===== src/rtl/param_counter_if.sv =====
`default_nettype none
// ---------------------------------------------------------------------------
// param_counter_if : control/status bundle for param_counter      rev 1.0
// PARAM_COUNTER_OVF_STICKY_EN adds the ovf_sticky status line.
// ---------------------------------------------------------------------------
interface param_counter_if #(
  parameter int WIDTH = 8
);
  logic             en;
  logic             start;
  logic             one_shot;
  logic             dir;
  logic             saturate;
  logic             load;
  logic [WIDTH-1:0] load_val;
  logic [WIDTH-1:0] count;
  logic             busy;
  logic             tc;
  logic             done;

`ifdef PARAM_COUNTER_OVF_STICKY_EN
  logic             ovf_sticky;

  modport master (
    output en, start, one_shot, dir, saturate, load, load_val,
    input  count, busy, tc, done, ovf_sticky
  );

  modport slave (
    input  en, start, one_shot, dir, saturate, load, load_val,
    output count, busy, tc, done, ovf_sticky
  );
`else
  modport master (
    output en, start, one_shot, dir, saturate, load, load_val,
    input  count, busy, tc, done
  );

  modport slave (
    input  en, start, one_shot, dir, saturate, load, load_val,
    output count, busy, tc, done
  );
`endif
endinterface
`default_nettype wire


===== src/rtl/param_counter.sv =====
`default_nettype none
// ---------------------------------------------------------------------------
// param_counter : up/down modulo counter with load, wrap/saturate, one-shot  rev 1.0
// PARAM_COUNTER_OVF_STICKY_EN adds a sticky overflow flag set on every wrap.
// ---------------------------------------------------------------------------
module param_counter #(
  parameter int WIDTH   = 8,
  parameter int MODULUS = 256,
  parameter int RST_VAL = 0
) (
  input  logic           clk,
  input  logic           rst,
  param_counter_if.slave bus
);

  localparam logic [WIDTH-1:0] MAX_VAL = WIDTH'(MODULUS - 1);
  localparam logic [WIDTH:0]   MOD_EXT = (WIDTH + 1)'(MODULUS);
  localparam logic [WIDTH-1:0] ONE     = WIDTH'(1);
  localparam logic [WIDTH-1:0] RST_CNT = WIDTH'(RST_VAL);

  typedef enum logic [1:0] {
    IDLE = 2'd0,
    RUN  = 2'd1,
    DONE = 2'd2
  } state_t;

  state_t           state;
  state_t           state_nxt;
  logic [WIDTH-1:0] count_q;
  logic [WIDTH-1:0] count_nxt;
  logic [WIDTH-1:0] term;
  logic             busy_q;
  logic             tc_q;
  logic             done_q;
  logic             at_term;
  logic             step;
  logic             start_ok;

  always_comb begin
    term     = bus.dir ? MAX_VAL : '0;
    at_term  = (count_q == term);
    step     = (state == RUN) && bus.en && !bus.load;
    start_ok = (state == IDLE) && bus.start;

    state_nxt = state;
    case (state)
      IDLE:    if (start_ok) state_nxt = RUN;
      RUN:     if (step && at_term && bus.one_shot) state_nxt = DONE;
      DONE:    state_nxt = IDLE;
      default: state_nxt = IDLE;
    endcase

    // Load overrides stepping; out-of-range load values clamp to the top.
    count_nxt = count_q;
    if (bus.load) begin
      count_nxt = ({1'b0, bus.load_val} >= MOD_EXT) ? MAX_VAL : bus.load_val;
    end else if (step) begin
      if (!at_term) begin
        count_nxt = bus.dir ? count_q + ONE : count_q - ONE;
      end else if (!bus.one_shot && !bus.saturate) begin
        count_nxt = bus.dir ? '0 : MAX_VAL;
      end
    end
  end

  always_ff @(posedge clk) begin
    if (rst) begin
      state   <= IDLE;
      count_q <= RST_CNT;
      busy_q  <= 1'b0;
      tc_q    <= 1'b0;
      done_q  <= 1'b0;
    end else begin
      state   <= state_nxt;
      count_q <= count_nxt;
      busy_q  <= (state_nxt == RUN);
      tc_q    <= step && at_term;
      done_q  <= (state_nxt == DONE);
    end
  end

  assign bus.count = count_q;
  assign bus.busy  = busy_q;
  assign bus.tc    = tc_q;
  assign bus.done  = done_q;

`ifdef PARAM_COUNTER_OVF_STICKY_EN
  logic wrap_step;
  logic ovf_q;

  assign wrap_step = step && at_term && !bus.one_shot && !bus.saturate;

  // Clearing events take precedence over a wrap in the same cycle.
  always_ff @(posedge clk) begin
    if (rst) begin
      ovf_q <= 1'b0;
    end else if (bus.load || start_ok) begin
      ovf_q <= 1'b0;
    end else if (wrap_step) begin
      ovf_q <= 1'b1;
    end
  end

  assign bus.ovf_sticky = ovf_q;
`endif

endmodule
`default_nettype wire

===== src/flat_wrapper.sv =====
// flat-port wrapper written by rule: the top's interface ports become plain ports
module param_counter_flat 
#(
  parameter int WIDTH   = 8,
  parameter int MODULUS = 256,
  parameter int RST_VAL = 0
)
  (clk, rst, bus_en, bus_start, bus_one_shot, bus_dir, bus_saturate, bus_load, bus_load_val, bus_count, bus_busy, bus_tc, bus_done);
  param_counter_if #(.WIDTH(WIDTH)) bus_i ();
  input  logic clk;
  input  logic rst;
  input wire logic [$bits(bus_i.en)-1:0] bus_en;
  input wire logic [$bits(bus_i.start)-1:0] bus_start;
  input wire logic [$bits(bus_i.one_shot)-1:0] bus_one_shot;
  input wire logic [$bits(bus_i.dir)-1:0] bus_dir;
  input wire logic [$bits(bus_i.saturate)-1:0] bus_saturate;
  input wire logic [$bits(bus_i.load)-1:0] bus_load;
  input wire logic [$bits(bus_i.load_val)-1:0] bus_load_val;
  output wire logic [$bits(bus_i.count)-1:0] bus_count;
  output wire logic [$bits(bus_i.busy)-1:0] bus_busy;
  output wire logic [$bits(bus_i.tc)-1:0] bus_tc;
  output wire logic [$bits(bus_i.done)-1:0] bus_done;
  assign bus_i.en = bus_en;
  assign bus_i.start = bus_start;
  assign bus_i.one_shot = bus_one_shot;
  assign bus_i.dir = bus_dir;
  assign bus_i.saturate = bus_saturate;
  assign bus_i.load = bus_load;
  assign bus_i.load_val = bus_load_val;
  assign bus_count = bus_i.count;
  assign bus_busy = bus_i.busy;
  assign bus_tc = bus_i.tc;
  assign bus_done = bus_i.done;
  param_counter #(.WIDTH(WIDTH), .MODULUS(MODULUS), .RST_VAL(RST_VAL)) u_core (.clk(clk), .rst(rst), .bus(bus_i));
endmodule

===== config.mk =====
export PLATFORM = sky130hd
export DESIGN_NAME = param_counter_flat
export DESIGN_NICKNAME = d
export VERILOG_FILES = /design/src/rtl/param_counter_if.sv /design/src/rtl/param_counter.sv /design/src/flat_wrapper.sv
export SDC_FILE = /design/constraint.sdc
export NUM_CORES = 1
export LEC_CHECK = 0
export CAP_MARGIN = 20
export CORE_UTILIZATION = 43
export CTS_BUF_LIST = sky130_fd_sc_hd__clkbuf_4
export DETAILED_ROUTE_END_ITERATION = 12
export GPL_TIMING_DRIVEN = 0
export PLACE_DENSITY = 0.77
export SYNTH_ARGS = -nofsm -noshare
export SYNTH_HDL_FRONTEND = slang
export SYNTH_SLANG_ARGS = --single-unit

===== constraint.sdc =====
create_clock -name clk -period 2.08 [get_ports clk]
set_clock_uncertainty 0.15 [all_clocks]
set_input_delay 0.312 -clock clk [delete_from_list [all_inputs] [get_ports clk]]
set_output_delay 0.312 -clock clk [all_outputs]
set_load 0.05 [all_outputs]

# [Word level (Yosys, flattened, before mapping)]
# Index checks and enable logic that the tools add are counted.
# W data, S select, Z words.
[totals] reg_bits=13 wordCells=34
[classes] n_addsub=2 eq_ne=5 mux=10 n_reduce_logical=12
[op_table] operator="$mux W8" n=7
[op_table] operator="$add A8 B1 Y8 const B" n=1
[op_table] operator="$eq A8 B8 Y1" n=1
[op_table] operator="$sub A8 B1 Y8 const B" n=1
[op_table] operator="$logic_and A1 B1 Y1" n=6
[op_table] operator="$eq A2 B1 Y1 const B" n=2
[op_table] operator="$mux W2" n=2
[op_table] operator="$pmux W2 S2" n=1
[op_table] operator="$logic_not A1 Y1" n=3
[op_table] operator="$ne A3 B3 Y1 const B" n=1
[op_table] operator="$eq A2 B2 Y1 const B" n=1
[op_table] operator="$logic_not A2 Y1" n=1
[op_table] operator="$reduce_and A2 Y1" n=1
[op_table] operator="$reduce_bool A2 Y1" n=1

# [Longest topological paths before layout]
[depth] word_depth=8 depth_mapped=8 depth_no_buf=7

# [Worst setup path before layout]
# OpenSTA, ideal clock, no wires.
[synth_path] kind="flip-flop to flip-flop" startpoint="register u_core.count_q[2], in the netlist u_core.bus.count[2]" endpoint="register u_core.count_q[7], in the netlist u_core.bus.count[7]" arrival_time_ps=2036 t_required_ps=1811 setup_slack_ps=-224 path_stages_with_launch=8 synth_period_minus_slack_ps=2304 path_cell_list="dfxtp_1 > ha_1 > nand4_1 > a211oi_4 > a21oi_2 > or2_0 > buf_2 > o221a_1"
[synth_via] elab_chain_cells=5
[synth_lines] element="start: declaration" line_no="param_counter.sv:29" text="logic [WIDTH-1:0] count_q;"
[synth_lines] element="start signal: assignment" line_no="param_counter.sv:75" text="count_q <= count_nxt;"
[synth_lines] element="$sub A8 B1 Y8 / $add A8 B1 Y8 (equally long branches)" line_no="param_counter.sv:59" text="count_nxt = bus.dir ? count_q + ONE : count_q - ONE;"
[synth_lines] element="$mux W8" line_no="param_counter.sv:59"
[synth_lines] element="$mux W8" line_no="param_counter.sv:58" text="if (!at_term) begin"
[synth_lines] element="$mux W8" line_no="param_counter.sv:57" text="end else if (step) begin"
[synth_lines] element="$mux W8" line_no="param_counter.sv:55" text="if (bus.load) begin"
# Parallel ways exist; a longest one is shown, timed or not. The select of a mux whose other input is x is not followed.
# A chain may end at the register's enable or synchronous reset.

# [Final worst setup path]
[layout_path] startpoint="register u_core.count_q[5], in the netlist u_core.bus.count[5]" endpoint="register u_core.count_q[6], in the netlist u_core.bus.count[6]"
# Same word-level chain as after synthesis.

==> reports/summary.txt <==
CP Max Fanout -> 6
setup TNS -> 0 ps
CORE AREA -> 1960 sq um
DRC -> 0
Hold-fix buffers, CTS -> 0
layout cell share with drive strength beyond 1 -> 0.302
reg2reg end -> u_core.bus.count[6]
H-tree levels -> 1
CTS tree -> done
leak pwr -> 0.000541 uW
Initial DRC Count -> 35
Worst VDD drop -> 0.345 mV
vias in the first global route -> 872
hpwl dp -> 1700 microns
r2r worst-path depth -> 7
WP data arrival -> 2070 ps
Initial Util -> 0.455
P per Cell Area -> 582 nW/um^2
Worst-Skew Late Latency -> 290 ps
Syn Area/Cell -> 8.93 sq um
cts bufs inserted -> 3
Syn Nets -> 123
XOR/XNOR Fraction of Synth Area -> 0.0294
simple-gate portion of the synthesized area -> 0.164
Hold Crit Start -> u_core.state[1]
final hold violations -> 0
combinational share of power -> 0.407
R2R setup slack -> 40 ps
Antenna Nets Post-Route -> 0
post-synthesis mux area share -> 0.0224
n_diodes -> 0
Final period util -> 0.979
post-route setup slack -> 44.0 ps
WHS Path Cells -> 1
grt total ovfl -> 0
Worst-Margin Slew -> 498 ps
Reg clk slew, reported paths -> 90 ps
CP Launch Type -> register
Synth Register Bits -> 13
Hold EP -> u_core.bus.busy
chip width -> 47.6 microns
Fmax -> 0.491 GHz
pre-CTS worst setup slack -> -941 ps
Clk pwr share -> 0.230
Final nets -> 163
WP data required -> 2120 ps
switching share of total power -> 0.360
sequential element share of the synthesized area -> 0.291
Sequential Power Share -> 0.363
port bufs -> 26
GRT Resource Usage Total -> 0.238
initial antenna violation count -> 0
global-route wire length before repair -> 3690 microns
final setup violating endpoints -> 0
Root Buffer Master -> clkbuf_4
synth warn -> 0
mapped cell area -> 893 sq um
Compound-Gate Fraction of Synth Area -> 0.319
endpoint class of the critical path -> register
max cap viols -> 0
Cell variety after synth -> 34
worst setup path class -> reg2reg
1st-pass router iterations -> 4
status -> finished, final reports clean
clock buffer depth -> 2
vias per cell -> 5.80
IO Count -> 27
Slew Limit Fails -> 0
cell row count -> 16
die area -> 2260 sq um
Period minus WS final -> 2040 ps
Die Y -> 47.6 microns
Area Growth Syn to Fin -> 52.4%
Reg-to-Reg Start -> u_core.bus.count[5]
post-synthesis adder-cell area fraction -> 0.106
Hold WC Path Type -> reg2reg
Max-slew headroom -> 0.667
largest net degree at the start of global routing -> 11
cell count after synthesis -> 100
DR WL/cell -> 15.0 microns
clock sink count -> 13
DR vias -> 962
routed wire length -> 2490 microns
Power Internal -> 507 uW
GP Congestion -> 0.901
Net Switching -> 286 uW
largest family of logic cells by synthesized area -> compound AO/OA/AOI/OAI gates
registers in the layout, summed over array words and instances (netlist names):
signal	flops
u_core.bus.count	8
u_core.state	2
u_core.bus.busy	1
u_core.bus.done	1
u_core.bus.tc	1
power groups by stage:
stage          combinational [uW]  sequential [uW]  clock (uW)
6_report                      323              288         182
4_1_cts                       302              289         178
2_1_floorplan                 142              339           0
3_5_place_dp                  279              292           0
3_3_place_gp                  271              291           0
5_1_grt                       344              290         198
critical path, stage by stage (launching register included):
cell and delay [ps]:
dfxtp_2 350, ha_4 290, nand4_1 190, a211oi_4 250, a21oi_2 90, or2_0 200, buf_2 170, o221a_1 250
metal layers:
| metal | vias to the layer above | part of all wire | track usage |
|---|---|---|---|
| li1 | 452 | - | - |
| met1 | 445 | 0.41 | 0.278 |
| met2 | 51 | 0.49 | 0.389 |
| met3 | 14 | 0.072 | 0.0604 |
| met4 | 0 | 0.028 | 0.150 |
| met5 | - | 0 | 0 |
final cells by class:
| class | instances | area, sq um |
|---|---|---|
| Multi-Input combinational cell | 75 | 637 |
| Buffer | 3 | 26.3 |
| Sequential cell | 13 | 273 |
| Clock buffer | 4 | 30.0 |
| Fill cell | 172 | 601 |
| Tap cell | 27 | 33.8 |
| Inverter | 9 | 38.8 |
| Timing Repair Buffer | 35 | 323 |
cell usage after synthesis (all sizes together):
library cell	n	area, sq um
inv	9	33.8
fa	1	20.0
ha	6	75.1
or4	1	7.51
dfxtp	13	260
a211oi	6	57.6
o21ai	5	36.3
nor4	1	6.26
a21o	2	15.0
or3	1	11.3
xnor2	3	26.3
nand3	1	5.00
mux2i	2	20.0
a21oi	10	53.8
buf	1	5.00
a2111oi	1	15.0
and2	2	12.5
o221a	6	67.6
nand2	3	11.3
nor3	6	30.0
o22ai	1	6.26
nand4	2	12.5
nand3b	1	7.51
o21bai	2	15.0
clkbuf	2	21.3
a31o	1	8.76
or2	2	12.5
nor2	8	30.0
a211o	1	10.0
per-stage QoR:
stage               instances  instance area, sq um  total power, uW  hold WS, ps  utilization
finish                    166                  1360              793          303        0.694
global route              166                  1360              832          316        0.694
floorplan                 100                   916              481          257            -
CTS                       160                  1310              769          301        0.666
detailed placement        153                  1210              571          289        0.617
global placement          153                  1210              563          280        0.617
worst max-delay path by stage:
| stage | startpoint | endpoint | slack, ps | cells past startpoint |
|---|---|---|---|---|
| after CTS | u_core.bus.count[2] | u_core.bus.count[1] | 20 | 6 |
| final | u_core.bus.count[5] | u_core.bus.count[6] | 40 | 7 |
| after detailed placement | bus_dir | u_core.bus.count[4] | -940 | 9 |
| after floorplan | bus_dir | u_core.bus.count[7] | -60 | 8 |
| after global placement | bus_dir | u_core.bus.count[7] | -890 | 9 |
| after global routing | u_core.bus.count[5] | u_core.bus.count[1] | -20 | 6 |
cells by family after synthesis:
group | after synthesis
mux | 2
fa+ha+maj | 7
compound gates | 35
xor+xnor | 3
flops | 13
buf+inv | 12
simple gates | 28
placed cells by master, fill, tap and decap left out, types with 3 or more instances in the layout:
master / netlist / layout
o221a_1: 6 / 6
clkdlybuf4s50_1: 0 / 25
ha_4: 0 / 4
inv_1: 9 / 8
clkbuf_4: 1 / 5
a211oi_1: 5 / 4
dfxtp_1: 13 / 5
nor2_1: 8 / 8
a21oi_1: 9 / 8
dfxtp_2: 0 / 7
buf_4: 0 / 9
o21ai_0: 4 / 4
nor3_1: 6 / 6
xnor2_1: 3 / 3
timing repair:
action / CTS / global route
gates resized for setup: 12 / 3
pin swaps: 5 / 6
endpoints found under the setup margin: 13 / 8
buffers inserted: 3 / 6
Power figures use the tool's default switching activity.
